**src/rtl/lcd_pkg.sv**
```systemverilog
// lcd_pkg: shared constants, FSM/opcode types and address-counter helpers for the LCD bus responder
package lcd_pkg;
    localparam logic [6:0] DDRAM_DEPTH = 7'd80;
    localparam logic [6:0] LINE_LEN    = 7'd40;
    localparam logic [6:0] LINE2_BASE  = 7'h40;
    localparam logic [6:0] LINE1_END   = 7'h27;
    localparam logic [6:0] LINE2_END   = 7'h67;
    localparam logic [7:0] SPACE       = 8'h20;
    typedef enum logic [1:0] {IDLE, BUSY, CLEARING} state_t;
    typedef enum logic [3:0] {
        OP_NONE, OP_CLEAR, OP_HOME, OP_ENTRY, OP_DISP, OP_SHIFT, OP_FUNC, OP_CGRAM, OP_DDRAM
    } op_t;
    function automatic op_t op_decode(input logic [7:0] d);
        return d[7] ? OP_DDRAM : d[6] ? OP_CGRAM : d[5] ? OP_FUNC : d[4] ? OP_SHIFT :
               d[3] ? OP_DISP  : d[2] ? OP_ENTRY : d[1] ? OP_HOME : d[0] ? OP_CLEAR : OP_NONE;
    endfunction
    function automatic logic ac_legal(input logic [6:0] a);
        return a[5:0] < LINE_LEN[5:0];
    endfunction
    function automatic logic [6:0] ac_idx(input logic [6:0] a);
        return a[6] ? {1'b0, a[5:0]} + LINE_LEN : {1'b0, a[5:0]};
    endfunction
    // Steps stay inside the two legal windows, hopping between line ends.
    function automatic logic [6:0] ac_step(input logic [6:0] a, input logic inc);
        return inc ? (a == LINE1_END ? LINE2_BASE : a == LINE2_END ? 7'h00 : a + 7'd1)
                   : (a == 7'h00 ? LINE2_END : a == LINE2_BASE ? LINE1_END : a - 7'd1);
    endfunction
endpackage

```
**src/rtl/lcd_ddram.sv**
```systemverilog
// lcd_ddram: 80x8 display RAM with one write port, a combinational bus read and a registered host read
module lcd_ddram import lcd_pkg::*; (
    input  logic       clk,
    input  logic       rst_n,
    input  logic       we,
    input  logic [6:0] waddr,
    input  logic [7:0] wdata,
    input  logic [6:0] bus_addr,
    output logic [7:0] bus_data,
    input  logic [6:0] rd_addr,
    output logic [7:0] rd_char
);
    logic [7:0] mem [DDRAM_DEPTH];
    always_ff @(posedge clk)
        if (we) mem[waddr] <= wdata;
    assign bus_data = bus_addr < DDRAM_DEPTH ? mem[bus_addr] : SPACE;
    always_ff @(posedge clk or negedge rst_n)
        if (!rst_n) rd_char <= '0;
        else        rd_char <= rd_addr < DDRAM_DEPTH ? mem[rd_addr] : SPACE;
endmodule

```
**src/rtl/lcd_bus_responder.sv**
```systemverilog
// lcd_bus_responder: HD44780-compatible device end of the 8-bit LCD bus with DDRAM, AC, mode flags and busy model
module lcd_bus_responder import lcd_pkg::*; #(
    parameter int BUSY_CYCLES  = 4,
    parameter int CLEAR_CYCLES = 160
) (
    input  logic       clk,
    input  logic       rst_n,
    input  logic       lcd_rs,
    input  logic       lcd_rw,
    input  logic       lcd_en,
    input  logic [7:0] lcd_din,
    output logic [7:0] lcd_dout,
    output logic       lcd_dout_oe,
    output logic       busy,
    output logic [6:0] ac,
    output logic       disp_on, cursor_on, blink_on,
    output logic       entry_inc, entry_shift, two_line,
    output logic       cmd_dropped,
    input  logic [6:0] rd_addr,
    output logic [7:0] rd_char
);
    localparam int CW = $clog2(CLEAR_CYCLES + 1);
    logic [10:0]   sync1, sync2;
    logic          en_d, en_s, rs_s, rw_s;
    logic [7:0]    din_s, bus_data;
    logic          strobe, wr_stb, rd_stb, accept, long_op;
    logic [CW-1:0] cnt, cnt_n;
    logic [6:0]    clr_idx, ac_n;
    state_t        state, state_n;
    op_t           op;
    assign {en_s, rs_s, rw_s, din_s} = sync2;
    assign strobe      = en_d & ~en_s;
    assign wr_stb      = strobe & ~rw_s;
    assign rd_stb      = strobe & rw_s;
    assign busy        = cnt != '0;
    assign accept      = wr_stb & ~busy;
    assign cmd_dropped = wr_stb & busy;
    assign lcd_dout_oe = en_s & rw_s;
    assign lcd_dout    = lcd_dout_oe ? (rs_s ? bus_data : {busy, ac}) : '0;
    always_comb begin
        op      = op_decode(din_s);
        long_op = ~rs_s & (op == OP_CLEAR || op == OP_HOME);
        cnt_n   = accept ? (long_op ? CW'(CLEAR_CYCLES) : CW'(BUSY_CYCLES)) : busy ? cnt - CW'(1) : cnt;
        state_n = state == CLEARING ? (clr_idx == DDRAM_DEPTH - 7'd1 ? (cnt == CW'(1) ? IDLE : BUSY) : CLEARING)
                : accept ? (~rs_s && op == OP_CLEAR ? CLEARING : BUSY)
                : cnt <= CW'(1) ? IDLE : state;
        ac_n    = ac;
        if (accept && rs_s)
            ac_n = ac_step(ac, entry_inc);
        else if (accept)
            ac_n = long_op ? 7'h00
                 : (op == OP_SHIFT && !din_s[3]) ? ac_step(ac, din_s[2])
                 : (op == OP_DDRAM && ac_legal(din_s[6:0])) ? din_s[6:0] : ac;
        else if (rd_stb && rs_s && !busy)
            ac_n = ac_step(ac, entry_inc);
    end
    // Reset lands in CLEARING with the long busy count, so the power-on clear runs right after release.
    always_ff @(posedge clk or negedge rst_n) begin
        if (!rst_n) begin
            sync1 <= '0;
            sync2 <= '0;
            en_d  <= 1'b0;
            state <= CLEARING;
            cnt   <= CW'(CLEAR_CYCLES);
            clr_idx <= '0;
            ac    <= '0;
            {disp_on, cursor_on, blink_on, entry_shift, two_line} <= '0;
            entry_inc <= 1'b1;
        end else begin
            sync1 <= {lcd_en, lcd_rs, lcd_rw, lcd_din};
            sync2 <= sync1;
            en_d  <= en_s;
            state <= state_n;
            cnt   <= cnt_n;
            clr_idx <= state == CLEARING ? clr_idx + 7'd1 : '0;
            ac    <= ac_n;
            if (accept && !rs_s) begin
                if (op == OP_CLEAR) entry_inc <= 1'b1;
                if (op == OP_ENTRY) {entry_inc, entry_shift} <= din_s[1:0];
                if (op == OP_DISP)  {disp_on, cursor_on, blink_on} <= din_s[2:0];
                if (op == OP_FUNC)  two_line <= din_s[3];
            end
        end
    end
    lcd_ddram u_ram (
        .clk      (clk),
        .rst_n    (rst_n),
        .we       (state == CLEARING || (accept && rs_s)),
        .waddr    (state == CLEARING ? clr_idx : ac_idx(ac)),
        .wdata    (state == CLEARING ? SPACE : din_s),
        .bus_addr (ac_idx(ac)),
        .bus_data (bus_data),
        .rd_addr  (rd_addr),
        .rd_char  (rd_char)
    );
endmodule

```
**config.mk**
```make
export PLATFORM = sky130hd
export DESIGN_NAME = lcd_bus_responder
export DESIGN_NICKNAME = d
export VERILOG_FILES = /design/src/rtl/lcd_pkg.sv /design/src/rtl/lcd_ddram.sv /design/src/rtl/lcd_bus_responder.sv
export SDC_FILE = /design/constraint.sdc
export NUM_CORES = 1
export LEC_CHECK = 0
export ABC_CLOCK_PERIOD_IN_PS = 8400
export BUFFER_PORTS_ARGS = -buffer_cell sky130_fd_sc_hd__clkbuf_2
export CAP_MARGIN = 10
export CORE_UTILIZATION = 60
export DETAILED_ROUTE_END_ITERATION = 16
export PLACE_DENSITY = 0.76
export SLEW_MARGIN = 0
export SYNTH_ARGS = -nofsm -noshare
export SYNTH_HDL_FRONTEND = slang
export SYNTH_SLANG_ARGS = --single-unit
```
**constraint.sdc**
```tcl
create_clock -name clk -period 8.4 [get_ports clk]
set_clock_uncertainty 0.1 [all_clocks]
set_input_delay 0.42 -clock clk [delete_from_list [all_inputs] [get_ports clk]]
set_output_delay 0.42 -clock clk [all_outputs]
set_load 0.1 [all_outputs]
```
==> metrics.log, run 1 <==
INFO  metric critical_path.startpoint = ac[0]
INFO  metric die-area = 56,970 um2
INFO  metric hold_viol = 0
INFO  metric cellLeakagePower = 11.87 nW
INFO  metric netlist_top_cells_area = sky130_fd_sc_hd__edfxtp_1 57%, sky130_fd_sc_hd__mux4_2 19%, sky130_fd_sc_hd__mux2i_1 5.9%
INFO  metric critical_path.max_fanout = 53
INFO  metric cap_viol_max_count = 0
INFO  metric slew_headroom = 0.1267
INFO  metric asyncSetResetFlopFracSynth = 0.08702
INFO  metric yosys.area.top_type = sky130_fd_sc_hd__edfxtp_1
INFO  metric core.rowCount = between 80 and 90
INFO  metric setup_viol_count_final = 0
INFO  metric final_min_period_over_clock_period = 0.6316
INFO  metric critical_path.startpoint_type = register
INFO  metric first_iter_violations = a little under 3k
INFO  metric synth-edff-count = 640
INFO  metric antenna_cells_inserted = 0
INFO  metric final_net_count = around 2.0k
INFO  metric rsz0062_at_grt = no
INFO  metric grt_overflow_total = 0
INFO  metric endpoint = lcd_dout[1]
INFO  metric max-vdd-ir-drop = 214.1 uV
INFO  metric grt_start_max_net_pins = 103
INFO  metric synthTopCellsByCount = 640 x sky130_fd_sc_hd__edfxtp_1, 282 x sky130_fd_sc_hd__mux4_2, 199 x sky130_fd_sc_hd__mux2i_1, 122 x sky130_fd_sc_hd__nor2_1, 75 x sky130_fd_sc_hd__a21oi_1
INFO  metric synthDistinctLibCells = 71
INFO  metric avgSynthCellArea = 17.17 um2
INFO  metric antenna_violating_nets_post_route = 0
INFO  metric yosys_warnings = 0
INFO  metric hold_class = in2async
INFO  metric synthDominantCellAreaShare = 0.5718
INFO  metric dp.final_hpwl = roughly 57,000 um
INFO  metric place_worst_setup_slack = 3.837 ns
INFO  metric combined_area_of_all_synthesized_cells = 33,610 um2
INFO  metric critPathArrivalTime = 4.79 ns
INFO  metric fin_setup_tns = 0 ns
INFO  metric syn_nets = 1,985
INFO  metric combined_global_route_utilization_of_all_metal_layers = 0.3292
INFO  metric floorplan.initialDensity = 0.6088
INFO  metric criticalPathCategory = reg2out
INFO  metric syn_to_final_growth = 9.884%
INFO  metric boundaryPins = 52
INFO  metric post_drt_wl_per_cell = 33.14 um
INFO  metric run_status = completed
INFO  metric die_y = roughly 240 um
INFO  metric cts_inserted_buffers = 72
INFO  metric cts.path.max_buffers = 3
INFO  metric antenna_found_initial = 3
INFO  metric htree_levels = 3
INFO  metric timing.critical_path.required = slightly below 8 ns
INFO  metric fmaxAchievable = 188.5 MHz
INFO  metric cts_num_sinks = 701
INFO  metric min_period = between 5 and 6 ns
INFO  metric power.density_cell_area = between 200 and 300 nW/um2
INFO  metric core_box_area = 55,200 um2
INFO  metric worstSkewPairLatency = 0.62 ns
INFO  metric worstMarginPinSlew = 1.305 ns
INFO  metric drc_errors = 0
INFO  metric r2r-end = u_ram.mem[28][4]
INFO  metric worst_r2r_path_depth = 7
INFO  metric tritoncts = done
INFO  metric clock_tree.root_cell = sky130_fd_sc_hd__clkbuf_16
INFO  metric die-width = 238.7 um
INFO  metric first_global_vias = 20.05k
INFO  metric flip_flop_and_latch_count_after_synthesis = 701
INFO  metric final-max-slew-violation-count = 0
INFO  metric dominantRegCellSynth = sky130_fd_sc_hd__edfxtp_1
INFO  metric synthCells = 1,957
INFO  metric vias = between 20k and 25k
INFO  metric routed_wl = 92,190 um
INFO  metric post_route_cells_drive_above_1_share = 0.2512
INFO  metric post-synth-top-count-cell = sky130_fd_sc_hd__edfxtp_1
INFO  metric crit_path_end_kind = primary output
INFO  metric seq_area_frac_synth = 0.6174
INFO  metric path_clk_slew = 0.06 ns
INFO  metric worst_r2r_startpoint = ac[3]
INFO  metric viasPerCell = approximately 7.4
INFO  metric finalWeightedCongestion = 0.9218
INFO  metric setup.reg_to_reg.worst_slack = between 3 and 4 ns
INFO  metric first_pass_grt_wire_length = ~130,000 um
INFO  metric drt_first_pass_iters = 6
INFO  metric layout_setup_ws = about 3.1 ns
INFO  metric post-cts-setup-buffer-count = 0
INFO  metric port_buffers = 51
report_power, final:
part,internal [W],switching (W),total (W)
clock,0.00188,0.00133,0.00321
combinational,0.00127,0.00202,0.00329
sequential,0.00386,0.000224,0.00408
total,0.00701,0.00357,0.0106
state kept, by name, indices dropped and copies added (netlist names), 2 cells and up:
signal / flops
ac: 7
clr_idx: 7
cnt: 8
state: 2
sync1: 11
sync2: 11
u_ram.mem: 640
u_ram.rd_char: 8
logic make-up after synthesis:
group / share of synthesized area
simple gates: 0.04427
compound gates: 0.05149
xor+xnor: 0.004691
fa+ha+maj: 0.002978
buf+inv: 0.02044
flops: 0.6174
mux: 0.2587
critical path, stage by stage (launching register included):
cell and delay, ns:
sky130_fd_sc_hd__dfrtp_4 1.01, sky130_fd_sc_hd__buf_4 0.75, sky130_fd_sc_hd__mux4_2 0.59, sky130_fd_sc_hd__mux2_2 0.28
sky130_fd_sc_hd__a32oi_1 0.42, sky130_fd_sc_hd__nand2_1 0.18, sky130_fd_sc_hd__a21oi_1 0.24, sky130_fd_sc_hd__a21oi_1 0.19
sky130_fd_sc_hd__clkbuf_2 0.42
worst min path at each step:
stage | startpoint | endpoint | depth (start not counted)
after floorplan | rst_n | ac[0] | 0
after global placement | rst_n | cnt[3] | 1
after detailed placement | rst_n | cnt[3] | 1
after CTS | rst_n | cnt[3] | 2
after global routing | rst_n | cnt[3] | 2
final | rst_n | cnt[3] | 2
timing repair:
item,CTS,global route
gates resized for setup,0,0
hold endpoints to repair,21,0
setup endpoints to repair,0,0
hold buffers,12,0
final cells by class:
type                            count  area, um2
Sequential cell                   701      20760
Inverter                           17      66.31
Clock inverter                     33      341.6
Tap cell                          748      935.9
Clock buffer                       96       1996
Fill cell                        3567      18270
Timing Repair Buffer               88      619.3
Multi-Input combinational cell   1099      12210
cells in the final DEF, fill, tap and decap left out, types with 18 or more instances in the layout:
master / n
sky130_fd_sc_hd__mux2_2: 18
sky130_fd_sc_hd__edfxtp_1: 640
sky130_fd_sc_hd__dfrtp_1: 54
sky130_fd_sc_hd__buf_4: 23
sky130_fd_sc_hd__nand3_1: 19
sky130_fd_sc_hd__mux4_2: 282
sky130_fd_sc_hd__mux2i_1: 199
sky130_fd_sc_hd__o21ai_0: 28
sky130_fd_sc_hd__a31oi_1: 20
sky130_fd_sc_hd__clkbuf_2: 47
sky130_fd_sc_hd__nand2_1: 68
sky130_fd_sc_hd__nor2_1: 120
sky130_fd_sc_hd__a21oi_1: 75
sky130_fd_sc_hd__clkbuf_16: 75
sky130_fd_sc_hd__a22oi_1: 56
routing by layer:
metal | vias up | global-route usage | share of wire | routed length, um
li1 | 8150 | - | - | -
met1 | 10540 | 0.4626 | 0.36 | 33550
met2 | 1558 | 0.4945 | 0.46 | 42340
met3 | 225 | 0.07379 | 0.13 | 11940
met4 | 2 | 0.1564 | 0.047 | 4345
met5 | - | 0 | 0.00020 | 18
through the flow:
| step | instances | utilization | hold WS [ns] | cell area, um2 | total power [W] |
|---|---|---|---|---|---|
| 2_1_floorplan | 1957 | - | 0.02441 | 33610 | 0.006431 |
| 5_1_grt | 2782 | 0.6690 | 0.1259 | 36930 | 0.01085 |
| 3_5_place_dp | 2641 | 0.6245 | 0.1906 | 34470 | 0.007335 |
| 6_report | 2782 | 0.6690 | 0.09142 | 36930 | 0.01058 |
| 4_1_cts | 2782 | 0.6690 | 0.08660 | 36930 | 0.01051 |
| 3_3_place_gp | 2641 | 0.6245 | 0.1885 | 34470 | 0.007303 |
Power figures use the tool's default switching activity.
==> run 2: changes to the inputs <==
- ABC_CLOCK_PERIOD_IN_PS: 8400 -> 5300
- clock period: 8.4 -> 5.3 ns (I/O delays scaled with it)
==> metrics.log, run 2 (synthesis results as in run 1) <==
INFO  metric register_name_with_the_most_flops = u_ram.mem
INFO  metric power_frac_clock = 0.301
INFO  metric whs_path_depth = 2
INFO  metric final_hold_slack = 0.2041 ns
INFO  metric grt_start_max_net_pins = 75
INFO  metric die-width = 238.7 um
INFO  metric antenna_cells_inserted = 0
INFO  metric clock_tree.root_cell = sky130_fd_sc_hd__clkbuf_16
INFO  metric met1Wirelength = 35,580 um
INFO  metric htree_levels = 3
INFO  metric cts_inserted_buffers = 73
INFO  metric swShare = 0.3388
INFO  metric cellLeakagePower = roughly 12 nW
INFO  metric tritoncts = done
INFO  metric setup_viol_count_final = 0
INFO  metric power.sequential.fraction = 0.386
INFO  metric most-common-layout-cells = 640 x sky130_fd_sc_hd__edfxtp_1, 282 x sky130_fd_sc_hd__mux4_2, 199 x sky130_fd_sc_hd__mux2i_1
INFO  metric antenna_found_initial = 3
INFO  metric port_buffers = about 50
INFO  metric slew_headroom = 0.1783
INFO  metric finalWeightedCongestion = 0.9440
INFO  metric routed_wl = 95,040 um
INFO  metric hold_class = in2reg
INFO  metric highest_layer = met5
INFO  metric criticalPathCategory = reg2out
INFO  metric setup.reg_to_reg.worst_slack = 0.89 ns
INFO  metric first_global_vias = 20.24k
INFO  metric grt_overflow_total = 0
INFO  metric critical_path.startpoint = ac[3]
INFO  metric min_period = 4.909 ns
INFO  metric cts-hold-fix-buffers = 13
INFO  metric core_box_area = approximately 55,000 um2
INFO  metric final_common_cell = sky130_fd_sc_hd__edfxtp_1
INFO  metric first_pass_grt_wire_length = about 140,000 um
INFO  metric antenna_violating_nets_post_route = 0
INFO  metric die-area = 56,970 um2
INFO  metric boundaryPins = 52
INFO  metric core.rowCount = 86
INFO  metric cts.path.max_buffers = 3
INFO  metric cts_num_sinks = ~700
INFO  metric final-max-slew-violation-count = 0
INFO  metric vias = about 21k
INFO  metric floorplan.initialDensity = 0.6088
INFO  metric critical_path.startpoint_type = register
INFO  metric largest_register_ffs = 640
INFO  metric crit_path_end_kind = primary output
INFO  metric viasPerCell = 7.399
INFO  metric hold_viol = 0
INFO  metric first_iter_violations = approximately 3.1k
INFO  metric r2r-end = u_ram.mem[64][1]
INFO  metric timing.critical_path.required = 4.93 ns
INFO  metric biggestRegsByFlops = u_ram.mem: 640 flops, sync1: 11 flops, sync2: 11 flops
INFO  metric post-cts-setup-buffer-count = 0
INFO  metric critPathArrivalTime = about 4.5 ns
INFO  metric worstMarginPinSlew = around 1.2 ns
INFO  metric fmaxAchievable = 203.7 MHz
INFO  metric combined_global_route_utilization_of_all_metal_layers = 0.3416
INFO  metric routed-wl-met3 = approximately 11,000 um
INFO  metric dp.cells = 2,667
INFO  metric critical_hold_path_startpoint = lcd_din[6]
INFO  metric fin_setup_tns = 0 ns
INFO  metric psw = between 0.005 and 0.006 W
INFO  metric power.density_cell_area = 452.1 nW/um2
INFO  metric p_int = 0.01111 W
INFO  metric instances_no_fill = 2,814
INFO  metric post_drt_wl_per_cell = 33.78 um
INFO  metric final_min_period_over_clock_period = 0.9263
INFO  metric final_net_count = 2,035
INFO  metric syn_to_final_growth = 10.60%
INFO  metric worstSkewPairLatency = 0.61 ns
INFO  metric drt_first_pass_iters = 6
INFO  metric drc_errors = 0
INFO  metric min_to = sync1[6]
INFO  metric critical_path.max_fanout = 18
INFO  metric max-vdd-ir-drop = around 300 uV
INFO  metric cts-resized-gates = 0
INFO  metric cap_viol_max_count = 0
INFO  metric rsz0062_at_grt = no
INFO  metric post_route_cells_drive_above_1_share = 0.2614
INFO  metric final_util = 0.6734
INFO  metric power_frac_comb = 0.312
INFO  metric path_clk_slew = approximately 0.06 ns
INFO  metric die_y = 238.7 um
INFO  metric run_status = completed
INFO  metric dp.final_hpwl = 62,040 um
INFO  metric worst_r2r_startpoint = ac[3]
INFO  metric worst_r2r_path_depth = 7
INFO  metric wl_met2 = between 40,000 and 50,000 um
run 2: worst max-delay path, cell delays in order (launching register included):
cell and delay (ns):
sky130_fd_sc_hd__dfrtp_1 0.85, sky130_fd_sc_hd__inv_1 0.27, sky130_fd_sc_hd__ha_1 0.42, sky130_fd_sc_hd__nand2_1 0.12, sky130_fd_sc_hd__o21a_1 0.43, sky130_fd_sc_hd__a21oi_1 0.17, sky130_fd_sc_hd__a311oi_1 0.58, sky130_fd_sc_hd__a21oi_1 0.24
sky130_fd_sc_hd__a21oi_1 0.32, sky130_fd_sc_hd__clkbuf_2 0.52
run 2: final cells by class:
cell class / count / area, um2
Clock buffer: 101 / 2121
Clock inverter: 33 / 227.7
Fill cell: 3588 / 18030
Inverter: 17 / 66.31
Multi-Input combinational cell: 1099 / 12210
Sequential cell: 701 / 20760
Tap cell: 748 / 935.9
Timing Repair Buffer: 115 / 849.6
run 2: power groups by stage:
stage / registers (W) / logic, W / clock network, W
finish: 0.00649 / 0.00525 / 0.00506
global route: 0.00652 / 0.00545 / 0.00528
global placement: 0.00659 / 0.00508 / 0
floorplan: 0.00650 / 0.00369 / 0
detailed placement: 0.00660 / 0.00511 / 0
CTS: 0.00649 / 0.00514 / 0.00509
run 2: how the worst max path moves through the flow:
stage                       end  slack, ns
6_report            lcd_dout[2]       0.39
5_1_grt             lcd_dout[2]       0.30
4_1_cts             lcd_dout[2]       0.51
3_5_place_dp   u_ram.mem[75][0]       1.07
3_3_place_gp    u_ram.mem[4][3]       1.17
2_1_floorplan       lcd_dout[7]       0.28
run 2: routing by layer:
metal	global-route usage	vias up
met3	0.07517	218
met4	0.1286	6
met5	0	-
li1	-	8208
met1	0.4942	10750
met2	0.5151	1638
run 2: metrics by stage:
stage          total power [W]  setup WS [ns]  cell area, um2
6_report               0.01681         0.3907           37170
2_1_floorplan          0.01019         0.2809           33610
3_3_place_gp           0.01167          1.174           34690
5_1_grt                0.01725         0.2963           37170
3_5_place_dp           0.01171          1.067           34690
4_1_cts                0.01672         0.5091           37170
